## src/rtl/acorn_seq_if.sv

```systemverilog
// Host/datapath-facing bundle of the ACORN-128 phase sequencer.
// The master drives start/abort/dp_ready; the sequencer (slave) returns the step controls.
interface acorn_seq_if;
  logic        start;
  logic        abort;
  logic        dp_ready;
  logic        busy;
  logic        done;
  logic [2:0]  phase;
  logic [10:0] step_idx;
  logic        step_en;
  logic        ca;
  logic        cb;
  logic [2:0]  msel;
  logic        mflip;
  logic        ks_take;
  logic [6:0]  out_idx;

  modport master (
    output start, abort, dp_ready,
    input  busy, done, phase, step_idx, step_en, ca, cb, msel, mflip, ks_take, out_idx
  );
  modport slave (
    input  start, abort, dp_ready,
    output busy, done, phase, step_idx, step_en, ca, cb, msel, mflip, ks_take, out_idx
  );
endinterface

```

## src/rtl/acorn_phase_sequencer.sv

```systemverilog
// Sequences one ACORN-128 run (INIT -> AD -> ENC -> FIN -> DONE). Only phase and
// step index are registered; every per-step control is decoded from them.
module acorn_phase_sequencer #(
  parameter int INIT_STEPS = 1792,
  parameter int PAD_STEPS  = 384,
  parameter int FIN_STEPS  = 768,
  parameter int TAG_BITS   = 128
) (
  input  logic        clk,
  input  logic        rst_n,
  acorn_seq_if.slave  bus
);
  typedef enum logic [2:0] {
    PH_IDLE = 3'd0, PH_INIT = 3'd1, PH_AD = 3'd2,
    PH_ENC  = 3'd3, PH_FIN  = 3'd4, PH_DONE = 3'd5
  } phase_e;

  localparam logic [10:0] INIT_LAST = 11'(INIT_STEPS - 1);
  localparam logic [10:0] PAD_LAST  = 11'(PAD_STEPS - 1);
  localparam logic [10:0] FIN_LAST  = 11'(FIN_STEPS - 1);
  localparam logic [10:0] TAG_START = 11'(FIN_STEPS - TAG_BITS);

  phase_e      phase_q, phase_d;
  logic [10:0] step_q, step_d, last_step;
  logic        busy, step_en;
  logic        ca, cb, mflip, ks_take;
  logic [2:0]  msel;
  logic [6:0]  out_idx;
  logic        lt128, eq128, lt256, eq256;

  always_ff @(posedge clk or negedge rst_n) begin
    if (!rst_n) begin
      phase_q <= PH_IDLE;
      step_q  <= '0;
    end else begin
      phase_q <= phase_d;
      step_q  <= step_d;
    end
  end

  assign busy    = (phase_q == PH_INIT) || (phase_q == PH_AD) ||
                   (phase_q == PH_ENC)  || (phase_q == PH_FIN);
  assign step_en = busy & bus.dp_ready;

  always_comb begin
    case (phase_q)
      PH_INIT: last_step = INIT_LAST;
      PH_FIN:  last_step = FIN_LAST;
      default: last_step = PAD_LAST;
    endcase
  end

  // abort outranks everything, including a start seen in IDLE
  always_comb begin
    phase_d = phase_q;
    step_d  = step_q;
    if (bus.abort) begin
      phase_d = PH_IDLE;
      step_d  = '0;
    end else begin
      case (phase_q)
        PH_IDLE: if (bus.start) begin
          phase_d = PH_INIT;
          step_d  = '0;
        end
        PH_INIT, PH_AD, PH_ENC, PH_FIN: if (step_en) begin
          if (step_q == last_step) begin
            phase_d = phase_e'(phase_q + 3'd1);
            step_d  = '0;
          end else begin
            step_d = step_q + 11'd1;
          end
        end
        default: begin
          phase_d = PH_IDLE;
          step_d  = '0;
        end
      endcase
    end
  end

  assign lt128 = step_q < 11'd128;
  assign eq128 = step_q == 11'd128;
  assign lt256 = step_q < 11'd256;
  assign eq256 = step_q == 11'd256;

  always_comb begin
    ca      = 1'b0;
    cb      = 1'b0;
    msel    = 3'd0;
    mflip   = 1'b0;
    ks_take = 1'b0;
    out_idx = 7'd0;
    case (phase_q)
      PH_INIT: begin
        ca    = 1'b1;
        cb    = 1'b1;
        msel  = (!lt128 && lt256) ? 3'd2 : 3'd1;
        mflip = eq256;
      end
      PH_AD: begin
        ca   = lt256;
        cb   = 1'b1;
        msel = lt128 ? 3'd3 : (eq128 ? 3'd5 : 3'd0);
      end
      PH_ENC: begin
        ca      = lt256;
        msel    = lt128 ? 3'd4 : (eq128 ? 3'd5 : 3'd0);
        ks_take = lt128;
        out_idx = step_q[6:0];
      end
      PH_FIN: begin
        ca      = 1'b1;
        cb      = 1'b1;
        ks_take = step_q >= TAG_START;
        // tag bit position wraps mod 128, so only the low bits matter
        out_idx = step_q[6:0] - TAG_START[6:0];
      end
      default: ;
    endcase
  end

  assign bus.busy     = busy;
  assign bus.done     = (phase_q == PH_DONE);
  assign bus.phase    = phase_q;
  assign bus.step_idx = step_q;
  assign bus.step_en  = step_en;
  assign bus.ca       = ca;
  assign bus.cb       = cb;
  assign bus.msel     = msel;
  assign bus.mflip    = mflip;
  assign bus.ks_take  = ks_take;
  assign bus.out_idx  = out_idx;
endmodule

```

## src/flat_wrapper.sv

```systemverilog
// flat-port wrapper written by rule: the top's interface ports become plain ports
module acorn_phase_sequencer_flat 
#(
  parameter int INIT_STEPS = 1792,
  parameter int PAD_STEPS  = 384,
  parameter int FIN_STEPS  = 768,
  parameter int TAG_BITS   = 128
)
  (clk, rst_n, bus_start, bus_abort, bus_dp_ready, bus_busy, bus_done, bus_phase, bus_step_idx, bus_step_en, bus_ca, bus_cb, bus_msel, bus_mflip, bus_ks_take, bus_out_idx);
  acorn_seq_if bus_i ();
  input  logic clk;
  input  logic rst_n;
  input wire logic [$bits(bus_i.start)-1:0] bus_start;
  input wire logic [$bits(bus_i.abort)-1:0] bus_abort;
  input wire logic [$bits(bus_i.dp_ready)-1:0] bus_dp_ready;
  output wire logic [$bits(bus_i.busy)-1:0] bus_busy;
  output wire logic [$bits(bus_i.done)-1:0] bus_done;
  output wire logic [$bits(bus_i.phase)-1:0] bus_phase;
  output wire logic [$bits(bus_i.step_idx)-1:0] bus_step_idx;
  output wire logic [$bits(bus_i.step_en)-1:0] bus_step_en;
  output wire logic [$bits(bus_i.ca)-1:0] bus_ca;
  output wire logic [$bits(bus_i.cb)-1:0] bus_cb;
  output wire logic [$bits(bus_i.msel)-1:0] bus_msel;
  output wire logic [$bits(bus_i.mflip)-1:0] bus_mflip;
  output wire logic [$bits(bus_i.ks_take)-1:0] bus_ks_take;
  output wire logic [$bits(bus_i.out_idx)-1:0] bus_out_idx;
  assign bus_i.start = bus_start;
  assign bus_i.abort = bus_abort;
  assign bus_i.dp_ready = bus_dp_ready;
  assign bus_busy = bus_i.busy;
  assign bus_done = bus_i.done;
  assign bus_phase = bus_i.phase;
  assign bus_step_idx = bus_i.step_idx;
  assign bus_step_en = bus_i.step_en;
  assign bus_ca = bus_i.ca;
  assign bus_cb = bus_i.cb;
  assign bus_msel = bus_i.msel;
  assign bus_mflip = bus_i.mflip;
  assign bus_ks_take = bus_i.ks_take;
  assign bus_out_idx = bus_i.out_idx;
  acorn_phase_sequencer #(.INIT_STEPS(INIT_STEPS), .PAD_STEPS(PAD_STEPS), .FIN_STEPS(FIN_STEPS), .TAG_BITS(TAG_BITS)) u_core (.clk(clk), .rst_n(rst_n), .bus(bus_i));
endmodule
```

## config.mk

```make
export PLATFORM = sky130hd
export DESIGN_NAME = acorn_phase_sequencer_flat
export DESIGN_NICKNAME = d
export VERILOG_FILES = /design/src/rtl/acorn_seq_if.sv /design/src/rtl/acorn_phase_sequencer.sv /design/src/flat_wrapper.sv
export SDC_FILE = /design/constraint.sdc
export NUM_CORES = 1
export LEC_CHECK = 0
export ABC_AREA = 0
export CORE_MARGIN = 5
export CORE_UTILIZATION = 43
export DETAILED_ROUTE_END_ITERATION = 16
export GPL_ROUTABILITY_DRIVEN = 0
export PLACE_DENSITY = 0.77
export SYNTH_ARGS = -nofsm -noshare
export SYNTH_HDL_FRONTEND = slang
export SYNTH_SLANG_ARGS = --single-unit
export TNS_END_PERCENT = 20
```

## constraint.sdc

```tcl
create_clock -name clk -period 2 [get_ports clk]
set_input_delay 0.4 -clock clk [delete_from_list [all_inputs] [get_ports clk]]
set_output_delay 0.4 -clock clk [all_outputs]
set_load 0.01 [all_outputs]
```

==> flow_summary.toml <==
[route]
routed_wl_um = 4840
firstDrtPassIters = 5
drt-initial-drc-count = 86
post_drt_wl_per_cell_um = 17.9
num_vias = 1576
via_per_inst = 5.82
drtAntennaViolNets = 0
drc = 0

[synth]
syn_avg_cell_area_um2 = 8.46
yosys.cell_types.count = 43
yosysWarnings = 0
yosysSeqAreaShare = 0.271
syn_nets = 165
syn_inst = 153
ys_ff_latch = 14
syn-cell-area_um2 = 1290

[clocking]
cts.sinks = 14
cts_tree = "done"
cts-htree-levels = 1
clock_latency_ps = 280
cts_hold_buf = 0
numCtsBuffers = 3
clockBufferDepth = 2
cts_root_buffer = "clkbuf_4"
clk_pin_slew_worst_paths_ps = 90

[timing]
period_minus_slack_ps = 2240
max_slew.worst_pin.slew_ps = 691
finalCritPeriodShare = 1.12
setup_viol = 30
slew_headroom = 0.538
hold_viol_final = 0
fmax_mhz = 447
rsz0062_at_grt = "true"
fin_skew_ps = 2.55
setup_ws_ps = -236
final_max_slew_viol_count = 0

[die]
core_um2 = 2980
die_w_um = 64.9
start_util = 0.435
ios = 36
rows = 20
die_height_um = 64.9
die_area_um2 = 4210

[worst_setup_path]
cp.required_ps = 2190
cpPeakStageDelay_ps = 460
worst-r2r-setup-slack_ps = -240
crit_family = "compound AO/OA/AOI/OAI gates"
arrival_ps = 2430
critPathCaptureType = "register"
path_cells = "buf_6, ha_4, buf_6, o41a_1, o41ai_4, buf_6, a22oi_1, o31ai_1"
cp_common_cell = "buf_6"
timing_worst_setup_path_type = "reg -> reg"
r2r_start = "u_core.bus.phase[0]"
rr_worst_depth = 8
slowest_stage = "o41a_1"
start_kind = "register"
reg2reg_to = "u_core.bus.step_idx[3]"
path_buf_inv = 3
path_max_fanout = 7

[layout]
syn2layout_area_growth_pct = 70.8
nets = 251
final_cell_count_no_fill = 271
num_antenna_cells = 0
drive_gt1_frac = 0.450

[status]
failed_checks = "setup timing"
outcome = "finished, violations left"

[worst_hold_path]
hold_class = "in -> async"

[pwr]
powerDensity_nw_per_um2 = 708
peakVddDrop_uv = 519
p_leak_nw = 0.961

[grt]
grt_pass1_wl_um = 7560
antenna_found_initial = 0
first_global_vias = 1572
grt_max_degree = 16
overflow = 0
gr-usage-all-layers = 0.226

[placement]
io_buffer_count = 35
place_inst = 262
dp_hpwl_um = 3240
place_ws_ps = -309

[run]
maxCapViolCount = 0
==> cell type report <==
class	count	area (µm²)
fillers	200	766
inverters	7	26.3
well taps	33	41.3
repair buffers	91	748
flip-flops and latches	14	354
multi-input cells	122	1010
clock buffers	4	36.3
==> cells in the mapped netlist <==
cell type,count,area [µm²]
buf_2,2,10.0
nand2_1,4,15.0
a31oi_1,1,6.26
nor3_1,5,25.0
mux2i_1,6,60.1
a211oi_1,1,7.51
or3_1,3,18.8
nor2b_1,8,50.1
o31ai_1,4,30.0
a21oi_1,4,20.0
o21ai_0,12,60.1
a41oi_2,1,16.3
nand2b_1,1,6.26
and3_1,4,25.0
nand4_1,7,43.8
or4b_2,2,20.0
nand3_1,8,40.0
nor4_1,5,31.3
clkbuf_1,4,15.0
and2_1,4,25.0
dfrtp_1,14,350
nand3b_1,1,7.51
a22oi_1,4,30.0
clkbuf_2,1,5.00
or4_4,1,11.3
o41ai_4,1,27.5
nor4_2,1,12.5
a32o_1,1,10.0
xnor2_1,1,8.76
o41ai_1,1,8.76
buf_6,3,33.8
a32oi_1,2,17.5
inv_1,7,26.3
o21a_1,1,7.51
o211ai_1,2,15.0
nor3b_1,2,15.0
and3b_1,1,8.76
ha_1,7,87.6
o41a_1,1,11.3
a21o_1,1,7.51
nor2_1,11,41.3
o21bai_1,2,15.0
nor2_4,1,11.3
==> how the worst max path moves through the flow <==
stage                             start                       to  depth (start not counted)
global route        u_core.bus.phase[0]      u_core.bus.phase[2]                         10
CTS                 u_core.bus.phase[0]   u_core.bus.step_idx[2]                          8
floorplan           u_core.bus.phase[0]  u_core.bus.step_idx[10]                          7
finish              u_core.bus.phase[0]   u_core.bus.step_idx[3]                          8
global placement    u_core.bus.phase[0]              bus_step_en                          6
detailed placement  u_core.bus.phase[0]              bus_msel[0]                          6
==> metal layers <==
layer,wire [µm],track usage
met3,326,0.0364
met5,0,0
met1,1960,0.282
met4,119,0.0844
met2,2430,0.388
==> kinds of logic (layout without fill, tap and decap cells) <==
logic type	after synthesis	after routing	synth area share
AND/OR/NAND/NOR	69	69	0.315
XOR/XNOR	1	1	0.00676
AO/OA/AOI/OAI	39	39	0.224
adder cells (fa/ha/maj)	7	7	0.0676
flip-flops	14	14	0.271
buffers and inverters	17	102	0.0696
multiplexers	6	6	0.0464
==> per-stage QoR <==
stage	TNS, ps	utilization	cell area [µm²]	hold WS, ps	total power [mW]
after floorplan	-192	-	1330	104	0.696
after global placement	-4630	0.681	2030	579	1.10
after detailed placement	-6180	0.681	2030	585	1.11
after CTS	-3650	0.726	2160	542	1.47
after global routing	-6200	0.743	2210	577	1.66
final	-3770	0.743	2210	527	1.57
==> where the power goes <==
part           leakage, nW  switching, mW  internal, mW
logic                0.751          0.478         0.561
clock network       0.0210         0.0985         0.111
registers            0.189         0.0194         0.299
total                0.961          0.596         0.971
==> flip-flops by register name, indices dropped and copies added, names as in the netlist <==
register,cells
u_core.bus.step_idx,11
u_core.bus.phase,3
==> cell usage in the layout, fill, tap and decap left out, types with 5 or more instances in the layout <==
cell / netlist / final
dfrtp_1: 14 / 11
nor2b_1: 8 / 6
clkbuf_2: 1 / 6
inv_1: 7 / 5
clkdlybuf4s50_1: 0 / 18
nor2_1: 11 / 11
buf_2: 2 / 7
buf_4: 0 / 50
o21ai_1: 0 / 6
nand3_1: 8 / 7
nand4_1: 7 / 7
buf_6: 3 / 5
==> timing repair <==
item                       CTS  global route
gates resized for setup     69            28
pin swaps                    6             8
setup endpoints to repair   31            31
buffers inserted             3             2
(Power assumes the default switching activity.)
